[src/rtl/block_scanner_if.sv]
// Purpose: bundles the beam position, board RAM read port and shader outputs of the block scanner.
// Latency: none (signal bundle only).
// Backpressure: none; the pixel strobe pix_en paces every consumer.
// Ports (modport slave = scanner side, master = timing generator / RAM / shader side):
//   pix_en, x, y, de  beam strobe, position and display enable
//   ram_addr, ram_rd  board RAM read request; ram_data returns one strobe later
//   block_x, block_y, cell_color, draw_block, de_out  shader-facing results
interface block_scanner_if;
    logic        pix_en;
    logic [9:0]  x;
    logic [9:0]  y;
    logic        de;
    logic [7:0]  ram_addr;
    logic        ram_rd;
    logic [11:0] ram_data;
    logic [5:0]  block_x;
    logic [5:0]  block_y;
    logic [11:0] cell_color;
    logic        draw_block;
    logic        de_out;

    modport master (
        output pix_en, x, y, de, ram_data,
        input  ram_addr, ram_rd, block_x, block_y, cell_color, draw_block, de_out
    );

    modport slave (
        input  pix_en, x, y, de, ram_data,
        output ram_addr, ram_rd, block_x, block_y, cell_color, draw_block, de_out
    );
endinterface

[src/rtl/block_scanner.sv]
// Purpose: maps the beam position onto a board cell and intra-cell offset with counters, fetches the cell colour.
// Latency: 2 pix_en strobes from (x, y, de) sample to block_x/block_y/cell_color/draw_block/de_out.
// Backpressure: none; everything advances only on pix_en and holds while it is low.
// Ports: clk, rst_n (async active-low); bus (slave modport) carries the pixel strobe/position,
//        the board RAM read port (ram_addr, ram_rd, ram_data) and the shader outputs.
module block_scanner #(
    parameter int          BLOCK_W  = 26,
    parameter int          BLOCK_H  = 32,
    parameter int          COLS     = 10,
    parameter int          ROWS     = 15,
    parameter int          ORIGIN_X = 190,
    parameter int          ORIGIN_Y = 0,
    parameter int          H_LAST   = 639,
    parameter logic [11:0] BG_COLOR = 12'h000
) (
    input  logic            clk,
    input  logic            rst_n,
    block_scanner_if.slave  bus
);
    localparam int              CW       = $clog2(COLS + 1);
    localparam int              RW       = $clog2(ROWS + 1);
    localparam logic [9:0]      X_ORG    = 10'(ORIGIN_X);
    localparam logic [9:0]      X_LAST   = 10'(H_LAST);
    localparam logic [9:0]      Y_PRE    = 10'((ORIGIN_Y == 0) ? 0 : ORIGIN_Y - 1);
    localparam logic [5:0]      SX_LAST  = 6'(BLOCK_W - 1);
    localparam logic [5:0]      SY_LAST  = 6'(BLOCK_H - 1);
    localparam logic [CW-1:0]   COL_END  = CW'(COLS);
    localparam logic [RW-1:0]   ROW_END  = RW'(ROWS);

    if (COLS * ROWS > 256) begin : g_bad_board
        $error("block_scanner: COLS*ROWS must not exceed 256 (8-bit RAM address)");
    end
    if (BLOCK_W < 2 || BLOCK_W > 64 || BLOCK_H < 2 || BLOCK_H > 64) begin : g_bad_cell
        $error("block_scanner: BLOCK_W and BLOCK_H must be in 2..64 (6-bit offsets)");
    end

    // Stage 1: position counters (hold the values of the pixel just sampled) and RAM address.
    logic [5:0]    sub_x_q, sub_x_d;
    logic [CW-1:0] col_q, col_d;
    logic [5:0]    sub_y_q, sub_y_d;
    logic [RW-1:0] row_q, row_d;
    logic          synced_q, synced_d;
    logic          in_board1_q, in_board1_d;
    logic          de1_q, de1_d;
    logic [7:0]    ram_addr_q, ram_addr_d;
    // Stage 2: aligned with the RAM read data.
    logic [5:0]    block_x_q, block_x_d;
    logic [5:0]    block_y_q, block_y_d;
    logic          de_out_q, de_out_d;
    logic          in_board2_q, in_board2_d;

    logic          frame_start;
    logic          cur_synced;
    logic          cur_in_board;

    always_comb begin
        sub_x_d      = sub_x_q;
        col_d        = col_q;
        sub_y_d      = sub_y_q;
        row_d        = row_q;
        synced_d     = synced_q;
        in_board1_d  = in_board1_q;
        de1_d        = de1_q;
        ram_addr_d   = ram_addr_q;
        block_x_d    = block_x_q;
        block_y_d    = block_y_q;
        de_out_d     = de_out_q;
        in_board2_d  = in_board2_q;
        frame_start  = (bus.x == 10'd0) && (bus.y == 10'd0);
        cur_synced   = 1'b0;
        cur_in_board = 1'b0;

        if (bus.pix_en) begin
            // Horizontal: restart at the board's left edge, otherwise count until col parks at COLS.
            if (bus.x == X_ORG) begin
                sub_x_d = '0;
                col_d   = '0;
            end else if (col_q < COL_END) begin
                if (sub_x_q == SX_LAST) begin
                    sub_x_d = '0;
                    col_d   = col_q + CW'(1);
                end else begin
                    sub_x_d = sub_x_q + 6'd1;
                end
            end

            // Vertical: a board at line 0 restarts on the frame-start pixel; otherwise it restarts
            // at the end of the line just above the board. Lines advance on the last active pixel.
            if ((ORIGIN_Y == 0) ? frame_start : ((bus.x == X_LAST) && (bus.y == Y_PRE))) begin
                sub_y_d = '0;
                row_d   = '0;
            end else if ((bus.x == X_LAST) && (row_q < ROW_END)) begin
                if (sub_y_q == SY_LAST) begin
                    sub_y_d = '0;
                    row_d   = row_q + RW'(1);
                end else begin
                    sub_y_d = sub_y_q + 6'd1;
                end
            end

            cur_synced   = synced_q | frame_start;
            synced_d     = cur_synced;
            cur_in_board = cur_synced & bus.de & (col_d < COL_END) & (row_d < ROW_END);
            in_board1_d  = cur_in_board;
            de1_d        = bus.de;
            ram_addr_d   = cur_in_board ? 8'(int'(row_d) * COLS + int'(col_d)) : 8'd0;

            block_x_d    = in_board1_q ? sub_x_q : 6'd0;
            block_y_d    = in_board1_q ? sub_y_q : 6'd0;
            de_out_d     = de1_q;
            in_board2_d  = in_board1_q;
        end
    end

    // col/row reset to their parked (off-board) values so nothing is drawn before the first
    // left-edge / frame-start restart, even if the frame start arrives right after reset.
    always_ff @(posedge clk or negedge rst_n) begin
        if (!rst_n) begin
            sub_x_q     <= '0;
            col_q       <= COL_END;
            sub_y_q     <= '0;
            row_q       <= ROW_END;
            synced_q    <= 1'b0;
            in_board1_q <= 1'b0;
            de1_q       <= 1'b0;
            ram_addr_q  <= 8'd0;
            block_x_q   <= 6'd0;
            block_y_q   <= 6'd0;
            de_out_q    <= 1'b0;
            in_board2_q <= 1'b0;
        end else begin
            sub_x_q     <= sub_x_d;
            col_q       <= col_d;
            sub_y_q     <= sub_y_d;
            row_q       <= row_d;
            synced_q    <= synced_d;
            in_board1_q <= in_board1_d;
            de1_q       <= de1_d;
            ram_addr_q  <= ram_addr_d;
            block_x_q   <= block_x_d;
            block_y_q   <= block_y_d;
            de_out_q    <= de_out_d;
            in_board2_q <= in_board2_d;
        end
    end

    assign bus.ram_rd     = bus.pix_en;
    assign bus.ram_addr   = ram_addr_q;
    assign bus.block_x    = block_x_q;
    assign bus.block_y    = block_y_q;
    assign bus.de_out     = de_out_q;
    assign bus.draw_block = in_board2_q & (bus.ram_data != 12'd0);
    assign bus.cell_color = bus.draw_block ? bus.ram_data : BG_COLOR;
endmodule
[src/flat_wrapper.sv]
// flat-port wrapper written by rule: the top's interface ports become plain ports
module block_scanner_flat 
#(
    parameter int          BLOCK_W  = 26,
    parameter int          BLOCK_H  = 32,
    parameter int          COLS     = 10,
    parameter int          ROWS     = 15,
    parameter int          ORIGIN_X = 190,
    parameter int          ORIGIN_Y = 0,
    parameter int          H_LAST   = 639,
    parameter logic [11:0] BG_COLOR = 12'h000
)
  (clk, rst_n, bus_pix_en, bus_x, bus_y, bus_de, bus_ram_data, bus_ram_addr, bus_ram_rd, bus_block_x, bus_block_y, bus_cell_color, bus_draw_block, bus_de_out);
  block_scanner_if bus_i ();
  input  logic clk;
  input  logic rst_n;
  input wire logic [$bits(bus_i.pix_en)-1:0] bus_pix_en;
  input wire logic [$bits(bus_i.x)-1:0] bus_x;
  input wire logic [$bits(bus_i.y)-1:0] bus_y;
  input wire logic [$bits(bus_i.de)-1:0] bus_de;
  input wire logic [$bits(bus_i.ram_data)-1:0] bus_ram_data;
  output wire logic [$bits(bus_i.ram_addr)-1:0] bus_ram_addr;
  output wire logic [$bits(bus_i.ram_rd)-1:0] bus_ram_rd;
  output wire logic [$bits(bus_i.block_x)-1:0] bus_block_x;
  output wire logic [$bits(bus_i.block_y)-1:0] bus_block_y;
  output wire logic [$bits(bus_i.cell_color)-1:0] bus_cell_color;
  output wire logic [$bits(bus_i.draw_block)-1:0] bus_draw_block;
  output wire logic [$bits(bus_i.de_out)-1:0] bus_de_out;
  assign bus_i.pix_en = bus_pix_en;
  assign bus_i.x = bus_x;
  assign bus_i.y = bus_y;
  assign bus_i.de = bus_de;
  assign bus_i.ram_data = bus_ram_data;
  assign bus_ram_addr = bus_i.ram_addr;
  assign bus_ram_rd = bus_i.ram_rd;
  assign bus_block_x = bus_i.block_x;
  assign bus_block_y = bus_i.block_y;
  assign bus_cell_color = bus_i.cell_color;
  assign bus_draw_block = bus_i.draw_block;
  assign bus_de_out = bus_i.de_out;
  block_scanner #(.BLOCK_W(BLOCK_W), .BLOCK_H(BLOCK_H), .COLS(COLS), .ROWS(ROWS), .ORIGIN_X(ORIGIN_X), .ORIGIN_Y(ORIGIN_Y), .H_LAST(H_LAST), .BG_COLOR(BG_COLOR)) u_core (.clk(clk), .rst_n(rst_n), .bus(bus_i));
endmodule
[config.mk]
export PLATFORM = sky130hd
export DESIGN_NAME = block_scanner_flat
export DESIGN_NICKNAME = d
export VERILOG_FILES = /design/src/rtl/block_scanner_if.sv /design/src/rtl/block_scanner.sv /design/src/flat_wrapper.sv
export SDC_FILE = /design/constraint.sdc
export NUM_CORES = 1
export LEC_CHECK = 0
export ABC_AREA = 1
export CELL_PAD_IN_SITES_DETAIL_PLACEMENT = 1
export CELL_PAD_IN_SITES_GLOBAL_PLACEMENT = 1
export CORE_MARGIN = 3
export CORE_UTILIZATION = 40
export CTS_BUF_LIST = sky130_fd_sc_hd__clkbuf_4
export CTS_CLUSTER_DIAMETER = 50
export DETAILED_ROUTE_END_ITERATION = 7
export PLACE_DENSITY_LB_ADDON = 0.2
export SLEW_MARGIN = 20
export SYNTH_ARGS = -nofsm -noshare
export SYNTH_HDL_FRONTEND = slang
export SYNTH_SLANG_ARGS = --single-unit
[constraint.sdc]
create_clock -name clk -period 4.45 [get_ports clk]
set_input_delay 0.89 -clock clk [delete_from_list [all_inputs] [get_ports clk]]
set_output_delay 0.89 -clock clk [all_outputs]
set_load 0.02 [all_outputs]
### Word level (Yosys, flattened, before mapping)

Cells that the tools add are included.

* input port bits: 36
* register bits: 45
* word-level logic and storage cells: 58
* bits in writable memories: 0
* memories kept: 0
* bits in latches: 0
* output and inout bits: 35
* ROM bits: 0

* multiply operators: 1
* add/sub/neg operators: 5
* bitwise logic cells: 5
* reductions and logical operators: 9
* shifts and indexed selects: 0
* equality and inequality tests: 4
* order comparisons: 4
* muxes and demuxes: 18
* div/mod/pow operators: 0

Operators by type and width (number)
* $mux 6: 8
* $mux 4: 8
* $logic_not 10->1: 2
* $lt 4x4->1 const B: 4
* $add 6x1->6 const B: 2
* $eq 6x5->1 const B: 2
* $mux 12: 1
* $reduce_bool 12->1: 1
* $eq 10x10->1 const B: 1
* $eq 10x8->1 const B: 1
* $add 4x1->4 const B: 2
* $add 8x5->8: 1
* $mux 8: 1
* $mul 4x3->7 const B: 1
* $and 1x1->1: 4
* $reduce_and 2->1: 2
* $reduce_bool 2->1: 2
* $logic_and 1x1->1: 2
* $or 1x1->1: 1

### Depth between registers and ports, before layout

* word-level depth: 9
* mapped depth: 18
* depth with buffers taken out: 18

### Worst setup path after synthesis

Ideal clock, no wire load.

* path type: input to output
* start: in bus_ram_data[7]
* end: out bus_cell_color[10]
* slack: 1.476 ns
* stages: 7
* path buffers: 1
* data required time: 3.560 ns
* data arrival time: 2.084 ns
* cell sequence: inv_1 nand4_1 nor2_1 a21oi_1 inv_1 clkbuf_1 nor2_1

* word-level cells in the longest chain between the ends: 3

RTL lines
* start, declared: RTL line flat_wrapper.sv:21 `input wire logic [$bits(bus_i.ram_data)-1:0] bus_ram_data;`
* $reduce_bool 12->1: RTL line block_scanner.sv:152 `assign bus.draw_block = in_board2_q & (bus.ram_data != 12'd0);`
* $and 1x1->1: RTL line block_scanner.sv:152
* net bus_draw_block: RTL line flat_wrapper.sv:27 `output wire logic [$bits(bus_i.draw_block)-1:0] bus_draw_block;`
* $mux 12: RTL line block_scanner.sv:153 `assign bus.cell_color = bus.draw_block ? bus.ram_data : BG_COLOR;`
* end, declared: RTL line flat_wrapper.sv:26 `output wire logic [$bits(bus_i.cell_color)-1:0] bus_cell_color;`

The timed path passes the listed nets, and every way through them passes these cells.

### Worst setup path in the final report

* start: in bus_ram_data[4]
* end: out bus_cell_color[11]

* word-level cells in the longest chain between the ends: 3

RTL lines (RTL line)
* $reduce_bool 12->1: block_scanner.sv:152
* $and 1x1->1: block_scanner.sv:152
* $mux 12: block_scanner.sv:153

No other way between the ends.

==> flow_summary.json <==
{
  "postCtsSetupBuffers": 0,
  "dp.cells": 526,
  "p_int_mw": 0.640,
  "diodes": 0,
  "drt_iter0_drc": 61,
  "root_buffer": "clkbuf_4",
  "cts_tree": "done",
  "reg2reg_depth": 16,
  "drt_wl_total_um": 7300,
  "drc": 0,
  "place_hpwl_um": 5520,
  "numCtsBuffers": 5,
  "io_buffers": 70,
  "syn-cell-area_um2": 2850,
  "drive_gt1_share_pct": 10.7,
  "hold_viol": 0,
  "pwr-share-seq_pct": 50.1,
  "yosysWarnings": 0,
  "leakagePower_nw": 1.69,
  "synthArstFlopShare_pct": 100,
  "ys_ff_latch": 45,
  "syn_inst": 368,
  "ys_seq_area_share_pct": 39.8,
  "swShare_pct": 36.1,
  "finalCriticalPeriod_ns": 3.58,
  "synth_edf_count": 0,
  "synthesis.nets": 416,
  "slew_headroom_pct": 55.1,
  "insertion_delay_ns": 0.37,
  "num_rows": 30,
  "die-area_um2": 8160,
  "tightestPinTransition_ns": 0.672,
  "initial_core_util_pct": 41.6,
  "design_area_um2": 3670,
  "post_dp_cell_area_um2": 3610,
  "clk_path_buf_depth": 2,
  "critPathLaunchType": "input pin",
  "grt_pass1_vias": 2868,
  "postCtsHoldBufs": 0,
  "power.density_nw_per_um2": 273,
  "switchingPower_mw": 0.362,
  "grt_max_degree": 46,
  "htreeDepth": 2,
  "cp_max_fo": 12,
  "power_frac_clock_pct": 20.5,
  "synth_area_per_cell_um2": 7.73,
  "fmax_ghz": 0.279,
  "postLayoutCoreUtil_pct": 53.7,
  "drv_slew": 0,
  "cap_violations": 0,
  "grt_overflow": 0,
  "dpl_worst_slack_ns": 0.655,
  "ir_worst_vdd_v": 0.000193,
  "vias_per_cell": 4.98,
  "antenna_found_initial": 0,
  "fin_skew_ns": 0.0207,
  "dieHeight_um": 90.3,
  "hold_slack_ns": 0.496,
  "io_pins": 71,
  "globalplace.congestion": 0.758,
  "status": "finished, final reports clean",
  "cts_resized": 0,
  "finalWorstSetupSlack_ns": 0.870,
  "hp-class": "input pin to asynchronous set/reset pin",
  "cts.sinks": 45,
  "tns_ns": 0,
  "fin_nets": 485,
  "num_vias": 2658,
  "ys.flop_type": "dfrtp_1",
  "combPwrFrac_pct": 29.4,
  "period_share_pct": 80.5,
  "area.growth.synth_to_final_pct": 29.0,
  "post_drt_wl_per_cell_um": 13.7,
  "ant_nets": 0,
  "critPathArrivalTime_ns": 2.69,
  "core_um2": 6830,
  "synth.distinct_cells": 41,
  "total_power_mw": 1.00,
  "criticalPathCategory": "input pin to output port",
  "rsz0062_at_grt": "no",
  "die_w_um": 90.3,
  "path_clk_slew_ns": 0.15,
  "crit_path_end_kind": "output port",
  "grt_pass1_wl_um": 13200,
  "dr.pass1.iters": 4,
  "setup-violations-final": 0,
  "grtUsageTotal_pct": 19.1,
  "finalNonFillerCells": 534,
  "critPathRequiredTime_ns": 3.56
}
==> metal layers <==
metal | routed length, um | up-vias | global-route usage (%) | share of wire [%]
met5 | 0 | - | 0 | 0
met4 | 111 | 0 | 5.87 | 1.5
met3 | 383 | 12 | 3.75 | 5.2
met2 | 3480 | 64 | 33.0 | 48
met1 | 3330 | 1265 | 24.1 | 46
li1 | - | 1317 | - | -
==> worst max-delay path, stage by stage <==
cell and delay, ns:
clkdlybuf4s50_1 0.46, inv_1 0.05, nand4_1 0.08, nor2_1 0.06
a21oi_1 0.20, inv_1 0.20, nor2_1 0.13, clkdlybuf4s50_1 0.62
==> worst paths after layout <==
kind | from | endpoint | slack [ns]
worst min register to register | u_core.bus.ram_addr[2]$_DFFE_PN0P_ | u_core.bus.ram_addr[2]$_DFFE_PN0P_ | 0.50
worst max register to register | u_core.sub_y_q[0]$_DFFE_PN0P_ | u_core.bus.ram_addr[7]$_DFFE_PN0P_ | 1.42
worst min-delay path | rst_n | u_core.bus.block_y[5]$_DFFE_PN0P_ | 0.50
max in group asynchronous | rst_n | u_core.col_q[3]$_DFFE_PN1P_ | 3.55
worst max-delay path | bus_ram_data[4] | bus_cell_color[11] | 0.87
min in group clk | u_core.bus.ram_addr[2]$_DFFE_PN0P_ | u_core.bus.ram_addr[2]$_DFFE_PN0P_ | 0.50
==> cell usage in the layout, fill, tap and decap left out, types with 3 or more instances in the layout <==
cell type / Yosys / layout
xor2_1: 4 / 4
nor3_1: 4 / 4
nor2_4: 5 / 5
dfstp_2: 6 / 6
o21ai_1: 3 / 3
nand2_2: 7 / 7
nand3_1: 16 / 16
nand4_1: 7 / 7
nand3_4: 4 / 4
nand2_1: 87 / 87
dfrtp_1: 39 / 39
clkbuf_4: 0 / 5
inv_1: 51 / 51
nor2_1: 43 / 43
o21ai_2: 5 / 5
clkdlybuf4s50_1: 0 / 69
o21ai_0: 35 / 35
a21oi_1: 8 / 8
ha_1: 11 / 11
==> area by class of cell <==
type	count	area (um2)
clock inverter	3	22.5
timing repair buffer	70	698
multi-input combinational	261	1460
fill	886	3160
sequential	45	1130
clock buffer	5	37.5
inverter	54	203
tap	96	120
==> power by group through the flow <==
stage	registers [mW]	clock network, mW	logic (mW)
2_1_floorplan	0.500	0	0.205
3_3_place_gp	0.507	0	0.285
3_5_place_dp	0.510	0	0.295
4_1_cts	0.502	0.219	0.299
5_1_grt	0.510	0.232	0.339
6_report	0.502	0.205	0.295
==> flip-flops by register name, summed over array words and instances (netlist names) <==
name and flops:
u_core.sub_y_q 6, u_core.de1_q 1, u_core.synced_q 1, u_core.sub_x_q 6, u_core.in_board2_q 1, u_core.row_q 4, u_core.bus.block_y 6, u_core.bus.ram_addr 8
u_core.bus.de_out 1, u_core.bus.block_x 6, u_core.in_board1_q 1, u_core.col_q 4
==> cells in the mapped netlist, drive strengths merged (2+ instances only) <==
library cell / n / area [um2]
nand2: 94 / 370
dfrtp: 39 / 976
clkbuf: 5 / 28.8
dfstp: 6 / 158
nor3: 4 / 20.0
nand4: 8 / 56.3
o21ai: 43 / 234
nand3: 22 / 170
buf: 2 / 12.5
nor2: 50 / 230
nor4: 2 / 12.5
ha: 11 / 138
o21bai: 3 / 33.8
a21oi: 10 / 65.1
inv: 53 / 199
nor3b: 2 / 15.0
xor2: 4 / 35.0
==> logic make-up after synthesis <==
group	Yosys count	synth area share [%]
compound gates	61	13.0
flops	45	39.8
simple gates	183	31.0
fa+ha+maj	12	5.54
buf+inv	62	9.01
xor+xnor	5	1.54
No activity file was read; power rests on OpenSTA's default activity.
